$ cat src/rtl/tybec_axis_pkg.sv
`default_nettype none
// ============================================================================
//  Module      : tybec_axis_pkg
//  Description : Shared constants and helpers for the TyBEC AXI-stream wrapper
//  Revision    : 1.0
// ============================================================================
package tybec_axis_pkg;

    localparam int TY_MAX_CHANNELS = 8;
    localparam int TY_GVECT        = 8;

    // One channel beat at the default vector width (32 * TY_GVECT bits).
    typedef logic [32*TY_GVECT-1:0] ty_gvect_word_t;

    // Pointer width for a given depth, never less than one bit.
    function automatic int clog2_min1(input int n);
        int r;
        r = 0;
        for (int i = 0; i < 31; i++) begin
            if ((1 << i) < n) begin
                r = i + 1;
            end
        end
        return (r < 1) ? 1 : r;
    endfunction

endpackage
`default_nettype wire

$ cat src/rtl/tybec_fifo_fwft.sv
`default_nettype none
// ============================================================================
//  Module      : tybec_fifo_fwft
//  Description : First-word-fall-through FIFO with count-based full/empty
//  Revision    : 1.0
// ============================================================================
module tybec_fifo_fwft
    import tybec_axis_pkg::*;
#(
    parameter int WIDTH = 32,
    parameter int DEPTH = 4
) (
    input  logic             clk,
    input  logic             rst,
    input  logic             i_valid,
    input  logic [WIDTH-1:0] i_data,
    output logic             o_ready,
    input  logic             i_pop,
    output logic [WIDTH-1:0] o_data,
    output logic             o_nonempty
);

    localparam int PTR_W = clog2_min1(DEPTH);
    localparam int CNT_W = PTR_W + 1;
    localparam logic [CNT_W-1:0] C_FULL = CNT_W'(DEPTH);

    logic [PTR_W-1:0] wr_ptr_q, wr_ptr_d;
    logic [PTR_W-1:0] rd_ptr_q, rd_ptr_d;
    logic [CNT_W-1:0] count_q, count_d;
    logic [WIDTH-1:0] mem_q [DEPTH];
    logic             w_push;
    logic             w_pop;

    // Ready comes from the count alone: a full FIFO refuses even when popping.
    assign o_ready    = !rst && (count_q != C_FULL);
    assign o_nonempty = (count_q != '0);
    assign o_data     = mem_q[rd_ptr_q];
    assign w_push     = i_valid && o_ready;
    assign w_pop      = i_pop && o_nonempty;

    always_comb begin
        wr_ptr_d = wr_ptr_q;
        rd_ptr_d = rd_ptr_q;
        count_d  = count_q;
        if (w_push) begin
            wr_ptr_d = wr_ptr_q + 1'b1;
        end
        if (w_pop) begin
            rd_ptr_d = rd_ptr_q + 1'b1;
        end
        count_d = count_q + CNT_W'(w_push) - CNT_W'(w_pop);
    end

    always_ff @(posedge clk) begin
        if (rst) begin
            wr_ptr_q <= '0;
            rd_ptr_q <= '0;
            count_q  <= '0;
        end else begin
            wr_ptr_q <= wr_ptr_d;
            rd_ptr_q <= rd_ptr_d;
            count_q  <= count_d;
        end
    end

    always_ff @(posedge clk) begin
        if (w_push) begin
            mem_q[wr_ptr_q] <= i_data;
        end
    end

endmodule
`default_nettype wire

$ cat src/rtl/axis_join_skid.sv
`default_nettype none
// ============================================================================
//  Module      : axis_join_skid
//  Description : N-channel AXI-stream join via FWFT FIFOs, 2-entry output skid
//  Revision    : 1.0
// ============================================================================
module axis_join_skid
    import tybec_axis_pkg::*;
#(
    parameter int C_DATA_WIDTH   = 32 * TY_GVECT,
    parameter int C_NUM_CHANNELS = 2,
    parameter int C_FIFO_DEPTH   = 4,
    parameter int C_STAT_WIDTH   = 32
) (
    input  logic                                         aclk,
    input  logic                                         areset,
    input  logic [C_NUM_CHANNELS-1:0]                    s_tvalid,
    input  logic [C_NUM_CHANNELS-1:0][C_DATA_WIDTH-1:0]  s_tdata,
    output logic [C_NUM_CHANNELS-1:0]                    s_tready,
    output logic                                         c_ivalid,
    output logic [C_NUM_CHANNELS-1:0][C_DATA_WIDTH-1:0]  c_idata,
    input  logic                                         c_iready,
    input  logic                                         c_ovalid,
    input  logic [C_DATA_WIDTH-1:0]                      c_odata,
    output logic                                         c_oready,
    output logic                                         m_tvalid,
    output logic [C_DATA_WIDTH-1:0]                      m_tdata,
    input  logic                                         m_tready,
    output logic [C_STAT_WIDTH-1:0]                      stat_beats_in,
    output logic [C_STAT_WIDTH-1:0]                      stat_beats_out
);

    typedef logic [C_NUM_CHANNELS-1:0][C_DATA_WIDTH-1:0] beat_arr_t;

    beat_arr_t                 w_heads;
    logic [C_NUM_CHANNELS-1:0] w_nonempty;
    logic                      w_join_pop;

    generate
        for (genvar gi = 0; gi < C_NUM_CHANNELS; gi++) begin : g_ch
            tybec_fifo_fwft #(
                .WIDTH (C_DATA_WIDTH),
                .DEPTH (C_FIFO_DEPTH)
            ) u_fifo (
                .clk        (aclk),
                .rst        (areset),
                .i_valid    (s_tvalid[gi]),
                .i_data     (s_tdata[gi]),
                .o_ready    (s_tready[gi]),
                .i_pop      (w_join_pop),
                .o_data     (w_heads[gi]),
                .o_nonempty (w_nonempty[gi])
            );
        end
    endgenerate

    // Every FIFO pops together so channel beats stay aligned.
    assign c_ivalid   = !areset && (&w_nonempty);
    assign c_idata    = w_heads;
    assign w_join_pop = c_ivalid && c_iready;

    // Output skid: entry0 is always the head, entry1 holds the overflow beat.
    logic [1:0]              ocount_q, ocount_d;
    logic [C_DATA_WIDTH-1:0] entry0_q, entry0_d;
    logic [C_DATA_WIDTH-1:0] entry1_q, entry1_d;
    logic                    w_opush;
    logic                    w_opop;

    assign c_oready = !areset && (ocount_q != 2'd2);
    assign m_tvalid = !areset && (ocount_q != 2'd0);
    assign m_tdata  = entry0_q;
    assign w_opush  = c_ovalid && c_oready;
    assign w_opop   = m_tvalid && m_tready;

    always_comb begin
        ocount_d = ocount_q;
        entry0_d = entry0_q;
        entry1_d = entry1_q;
        case ({w_opush, w_opop})
            2'b10: begin
                ocount_d = ocount_q + 2'd1;
                if (ocount_q == 2'd0) begin
                    entry0_d = c_odata;
                end else begin
                    entry1_d = c_odata;
                end
            end
            2'b01: begin
                ocount_d = ocount_q - 2'd1;
                entry0_d = entry1_q;
            end
            2'b11: begin
                // Only reachable with one entry held, so the new beat becomes head.
                entry0_d = c_odata;
            end
            default: begin
            end
        endcase
    end

    logic [C_STAT_WIDTH-1:0] beats_in_q, beats_in_d;
    logic [C_STAT_WIDTH-1:0] beats_out_q, beats_out_d;

    always_comb begin
        beats_in_d  = beats_in_q + C_STAT_WIDTH'(w_join_pop);
        beats_out_d = beats_out_q + C_STAT_WIDTH'(w_opop);
    end

    assign stat_beats_in  = beats_in_q;
    assign stat_beats_out = beats_out_q;

    always_ff @(posedge aclk) begin
        if (areset) begin
            ocount_q    <= 2'd0;
            beats_in_q  <= '0;
            beats_out_q <= '0;
        end else begin
            ocount_q    <= ocount_d;
            beats_in_q  <= beats_in_d;
            beats_out_q <= beats_out_d;
        end
    end

    always_ff @(posedge aclk) begin
        entry0_q <= entry0_d;
        entry1_q <= entry1_d;
    end

endmodule
`default_nettype wire

$ cat config.mk
export PLATFORM = sky130hd
export DESIGN_NAME = axis_join_skid
export DESIGN_NICKNAME = d
export VERILOG_FILES = /design/src/rtl/tybec_axis_pkg.sv /design/src/rtl/tybec_fifo_fwft.sv /design/src/rtl/axis_join_skid.sv
export SDC_FILE = /design/constraint.sdc
export NUM_CORES = 2
export LEC_CHECK = 0
export ABC_AREA = 1
export BUFFER_PORTS_ARGS = -buffer_cell sky130_fd_sc_hd__buf_2
export CORE_AREA = 2 2 637 639
export DETAILED_ROUTE_END_ITERATION = 10
export DIE_AREA = 0 0 639 641
export PLACE_DENSITY = 0.5
export SLEW_MARGIN = 5
export SYNTH_ARGS = -nofsm -noshare
export SYNTH_HDL_FRONTEND = slang
export SYNTH_SLANG_ARGS = --single-unit
$ cat constraint.sdc
create_clock -name aclk -period 55.5 [get_ports aclk]
set_clock_uncertainty 0.1 [all_clocks]
set_input_delay 2.775 -clock aclk [delete_from_list [all_inputs] [get_ports aclk]]
set_output_delay 2.775 -clock aclk [all_outputs]
set_load 0.005 [all_outputs]
---- After elaboration in Yosys (flattened, before gate mapping) ----
Memories as Yosys holds them, arrays and structs flattened. A register that Yosys moved wholly into a read port is not among the register bits.
Cells that the tools add are included.
W data, S select, Z words.
operators by class
  add/sub/neg operators ................... 12
  equality and inequality tests ........... 7
  multiplexer cells ....................... 11
  bitwise operators ....................... 1
  reduce and logical (&&, ||, !) cells .... 22
operators by type and width
  kind                   count
  $pmux W256 S3          1
  $mux W256              1
  $add A32 B1 Y32        2
  $logic_and A1 B1 Y1    12
  $add A2 B1 Y2 const B  5
  $reduce_bool A3 Y1     3
  $mux W2                4
  $add A3 B1 Y3          2
  $ne A3 B3 Y1 const B   2
  $reduce_and A2 Y1      3
  $sub A3 B1 Y3          2
  $eq A2 B2 Y1 const B   2
  $mux W1                4
  $ne A2 B2 Y1 const B   2
  $pmux W2 S2            1
  $reduce_bool A2 Y1     2
  $eq A2 B1 Y1 const B   1
  $logic_not A2 Y1       1
  $sub A2 B1 Y2 const B  1
  $logic_not A1 Y1       1
  $not A1 Y1             1
word-level totals
  register bits ........................... 592
  memory bits (writable) .................. 2048
  input port bits ......................... 775
  logic and storage cells ................. 66
  memories kept ........................... 2
memories
  memory                depth  bits a word  rd ports  clocked after Yosys merged registers in  write ports  line                   text
  g_ch[0].u_fifo.mem_q  4      256          1         1                                        1            tybec_fifo_fwft.sv:30  logic [WIDTH-1:0] mem_q [DEPTH];
  g_ch[1].u_fifo.mem_q  4      256          1         1                                        1            tybec_fifo_fwft.sv:30

---- Longest topological paths before layout ----
  depth in word-level cells ............... 7
  gate-level depth with buffers ........... 13
  depth with buffers taken out ............ 13

---- Modules after synthesis ----
A second synthesis with hierarchy kept.
second synthesis, totals
  cell total of the unflattened synthesis .. 6952
  area, all modules ....................... 100463.9 µm²
by module, submodules not included
  module           instances  cells an instance  area each (µm²)
  tybec_fifo_fwft  2          2540               39197.6
  axis_join_skid   1          1872               22068.7

---- Least setup slack after synthesis ----
OpenSTA, ideal clock, no wires.
  path type ............................... input port to flip-flop
  from .................................... input areset
  to ...................................... register entry0_q[0] (netlist: m_tdata[0]), enable pin
  library setup time ...................... 4.662 ns
  data arrival time ....................... 47.352 ns
  required time ........................... 50.738 ns
  path slack .............................. 3.386 ns
  cell stages on the path ................. 8
  path buffers ............................ 1
  cell sequence ........................... buf_2 -> a21oi_1 -> nand2_1 -> inv_1 -> ha_1 -> inv_1 -> nor2_1 -> nor2_1
on the way
  word-level cells in the longest chain between the ends .. 6
  elaborated cells between the ends (all ways) .. 11
RTL lines
  item                                                          line                   text
  start, declared                                               axis_join_skid.sv:16   input logic areset,
  $logic_not A1 Y1 *                                            axis_join_skid.sv:69   assign c_oready = !areset && (ocount_q != 2'd2);
  $logic_and A1 B1 Y1 *                                         axis_join_skid.sv:69
  via c_oready                                                  axis_join_skid.sv:25   output logic c_oready,
  $logic_and A1 B1 Y1 *                                         axis_join_skid.sv:72   assign w_opush = c_ovalid && c_oready;
  $eq A2 B2 Y1 or $eq A2 B1 Y1 (tied branches)                  axis_join_skid.sv:79   case ({w_opush, w_opop})
  $ne A2 B2 Y1 (no line) or $reduce_bool A3 Y1 (tied branches)  -
  $reduce_and A2 Y1 (no line) *                                 -
  end signal, assigned                                          axis_join_skid.sv:125  entry0_q <= entry0_d;
  end, declared                                                 axis_join_skid.sv:64   logic [C_DATA_WIDTH-1:0] entry0_q, entry0_d;
The timed path passes the listed nets; every way through them passes the cells marked *.
A chain may end at the register's enable or synchronous reset.

==> summary.txt <==
========================================================================================================
Total of hold buffers inserted after clock tree synthesis .................................            0
Largest net degree at the start of global routing .........................................          212
Maximum root-to-sink buffer count .........................................................            4
Clock group share of total power ..........................................................        41.0%
Dominant register cell in the synthesized netlist .........................................     edfxtp_1
Reported leakage power ....................................................................      43.1 nW
Row Count .................................................................................          233
Critical setup path kind .................................................................. register to output port
Mux cell area share after synthesis .......................................................           0%
Setup tns final ...........................................................................         0 ps
Layout-stage area growth over the synthesis result ........................................        23.8%
Final GP Congestion .......................................................................        0.887
Post-Synthesis Net Count ..................................................................         7765
Initial detailed-routing violation count ..................................................         6034
Unrepaired setup endpoints after global routing ...........................................        false
Post-CTS setup buffers ....................................................................            0
Adder-Cell Fraction of Synth Area .........................................................       0.282%
Post-synthesis xor/xnor area fraction .....................................................       0.107%
Data required time at the worst endpoint ..................................................     52630 ps
Via total after detailed routing ..........................................................        65900
Library cell used as clock root buffer ....................................................    clkbuf_16
Count of synthesis-stage warnings from yosys ..............................................            0
Total number of clock tree sinks ..........................................................         2644
Number of antenna-violating nets in the routed design .....................................            0
DIE AREA ..................................................................................  410000 um^2
Internal power component ..................................................................    0.00355 W
Synth unique cells ........................................................................           30
Sequential cell fraction of total power ...................................................        49.1%
CTS H-tree depth ..........................................................................            5
Part of the power in combinational logic ..................................................        10.0%
Combinational family with the most area after synthesis ................................... compound AO/OA/AOI/OAI gates
Post-DR vias/cell .........................................................................         4.64
Count of endpoints failing setup in the final report ......................................            0
Overall global routing resource usage .....................................................        17.4%
Critical path's most frequent cell ........................................................        buf_4
Number of antenna violations at the first check in global routing .........................          278
Sum of buffers and inverters on the critical path .........................................            4
CP top delay family ....................................................................... buffers and inverters
Detailed Place HPWL .......................................................................    263000 um
Number of buffers created by CTS ..........................................................          304
Slew of the pin with the lowest slew margin ...............................................      1220 ps
Pwr dens .................................................................................. 39.1 nW/um^2
Max incr delay on CP ......................................................................      1000 ps
I/O pin cnt ...............................................................................         1612
Number of flops mapped to enable cells by yosys ...........................................         2560
Category of the worst setup path launch point .............................................     register
CTS tree ..................................................................................          yes
Cell area after synthesis .................................................................   98300 um^2
Drt drc ...................................................................................            0
Drt total wl ..............................................................................    376000 um
Critical-path cell with the highest stage delay ...........................................        buf_4
Count of nets after finishing .............................................................         9352
First-pass GRT wire length ................................................................    505000 um
Share of async-settable or async-resettable flops after synthesis .........................           0%
Arrival time reported for the critical path endpoint ......................................      5570 ps
Compound-cell area share of the yosys netlist .............................................        8.90%
Pre-CTS setup slack .......................................................................     46270 ps
Reported max-cap violation count ..........................................................            0
Max-slew violation total from the final report ............................................            0
Post-synthesis sequential area ratio ......................................................        79.9%
Syn avg cell area .........................................................................    14.1 um^2
Ratio of cells with drive above 1 in the final layout .....................................        24.2%
Die X-Extent ..............................................................................       639 um
Worst path setup slack after routing ......................................................     47050 ps
Switching part of the total ...............................................................        25.4%
Simple-gate area share of the yosys netlist ...............................................        8.38%
Fin. Hold Viols ...........................................................................            0
Effective utilization at floorplan ........................................................        24.5%
WL/cell ...................................................................................      26.5 um
Final worst-path cycle share ..............................................................        15.2%
CORE AREA .................................................................................  402000 um^2
Switching pwr .............................................................................    0.00121 W
Endpoint class of the critical path .......................................................  output port
Largest fanout of any net on the critical path ............................................          109
Maximum achievable frequency ..............................................................    0.118 GHz
Number of iterations in the first detailed-routing pass ...................................            5
Cell-by-cell trace of the critical path ................................................... buf_4, buf_4, buf_4, o21ai_0, o22ai_1, buf_2
Post-CTS clock slew at the launch and capture registers of the worst setup and hold paths .        60 ps
Buffers on Ports ..........................................................................         1611
Outcome ................................................................................... finished clean
Flip-flop and latch count after synthesis .................................................         2644
Y dimension of the die ....................................................................       641 um
Cells after Synth .........................................................................         6969
Skew-Pair Late Insertion Delay ............................................................       940 ps
Min-Delay Path Class ...................................................................... register to register
Post-cts repair resize count ..............................................................            0
Number of global-route vias before repair .................................................        62200
Register-to-register setup slack ..........................................................     49230 ps
GRT overflow ..............................................................................            0
Normalized max-slew margin ................................................................        18.6%
Fillcell total ............................................................................        40200
Min Clock Period, post-route ..............................................................      8450 ps
Peak VDD IR ...............................................................................      27.5 uV
========================================================================================================
[state kept, by name, summed over array words and instances, names as in the netlist, named ones only]
name,flops
ocount_q,2
g_ch.u_fifo.mem_q,2048
m_tdata,256
g_ch.u_fifo.rd_ptr_q,4
g_ch.u_fifo.wr_ptr_q,4
stat_beats_in,32
g_ch.u_fifo.count_q,6
stat_beats_out,32
entry1_q,256
[metrics by stage]
step / power, W / utilization [%] / instance area [um^2] / std cells / hold slack, ps
2_1_floorplan: 0.00261 / - / 98300 / 6969 / 368
3_3_place_gp: 0.00285 / 27.8 / 112000 / 13500 / 368
3_5_place_dp: 0.00286 / 27.8 / 112000 / 13500 / 379
4_1_cts: 0.00481 / 30.2 / 121000 / 14100 / 388
5_1_grt: 0.00492 / 30.2 / 122000 / 14100 / 427
6_report: 0.00476 / 30.3 / 122000 / 14200 / 384
[cell usage in the layout (no fill, tap or decap), types with 3 or more instances in the layout]
master,n
inv_8,4
nor2_4,11
inv_6,8
ha_1,18
clkinv_8,6
nor3_1,3
edfxtp_1,2560
o22ai_1,512
o21ai_0,1032
clkbuf_1,60
clkinv_1,73
nor2_2,5
dfxtp_4,4
and2_1,4
inv_1,91
diode_2,112
bufinv_16,18
dfxtp_1,80
buf_4,66
buf_2,1611
a21oi_1,55
clkinv_16,9
o21ai_1,13
nand3_1,40
inv_16,7
o21a_1,4
clkinv_2,49
nand2_1,940
clkinvlp_4,6
nor2_1,1162
xnor2_1,4
xor2_1,8
clkbuf_16,308
buf_12,10
[metal layers]
layer,GRT usage [%],vias up,wire (um)
li1,-,28900,-
met1,20.6,33100,145000
met2,28.3,2838,177000
met3,5.73,958,32400
met4,8.60,122,20400
met5,0,-,871
[final cells by class]
| class | count | area (um^2) | share of cell area (%) |
|---|---|---|---|
| sequential | 2644 | 78600 | 64.5 |
| clock inverter | 177 | 1680 | 1.38 |
| timing repair buffer | 1687 | 8760 | 7.19 |
| multi-input combinational | 3821 | 17500 | 14.3 |
| antenna | 112 | 280 | 0.230 |
| clock buffer | 370 | 7960 | 6.54 |
| tap | 5287 | 6620 | 5.43 |
| inverter | 98 | 410 | 0.337 |
[path summary, 6_finish.rpt]
kind | from | end | depth (start not counted)
worst max register to register | ocount_q[0] | m_tdata[11] | 14
worst max-delay path | register | c_idata[403] | 6
worst min register to register | g_ch[0].u_fifo.rd_ptr_q[1] | register | 2
worst min-delay path | g_ch[0].u_fifo.rd_ptr_q[1] | register | 2
[power groups by stage]
stage	Clock, W	Sequential [W]	Combinational, W
after floorplan	0	0.00241	0.000194
after global placement	0	0.00238	0.000475
after detailed placement	0	0.00238	0.000482
after CTS	0.00199	0.00234	0.000483
after global routing	0.00207	0.00234	0.000508
final	0.00195	0.00234	0.000474
[worst min-delay path, delay by kind of cell (launching register included)]
family	cells	cell delay (ps)
AO/OA/AOI/OAI	1	70
flip-flops	1	310
AND/OR/NAND/NOR	1	60
[synthesized netlist by cell type, drive strengths merged (2+ instances only)]
master / n / share of area, %
o22ai: 512 / 3.3
nand3: 40 / 0.20
clkbuf: 176 / 0.67
dfxtp: 84 / 1.7
o21a: 4 / 0.031
a21oi: 56 / 0.28
nand2: 940 / 3.6
o21ai: 1045 / 5.3
and2: 4 / 0.025
a31oi: 2 / 0.013
nand3b: 2 / 0.015
nor3: 3 / 0.015
nor2: 1178 / 4.5
xnor2: 4 / 0.036
edfxtp: 2560 / 78
ha: 19 / 0.24
inv: 98 / 0.38
xor2: 8 / 0.071
fa: 2 / 0.041
buf: 230 / 1.4
[cells by family after synthesis]
group                      Yosys count
DFF                               2644
and+or+nand+nor                   2169
AOI/OAI and AO/OA                 1619
buffers and inverters              504
adders and majority gates           21
xor gates and xnor gates            12
(Power assumes the default switching activity.)
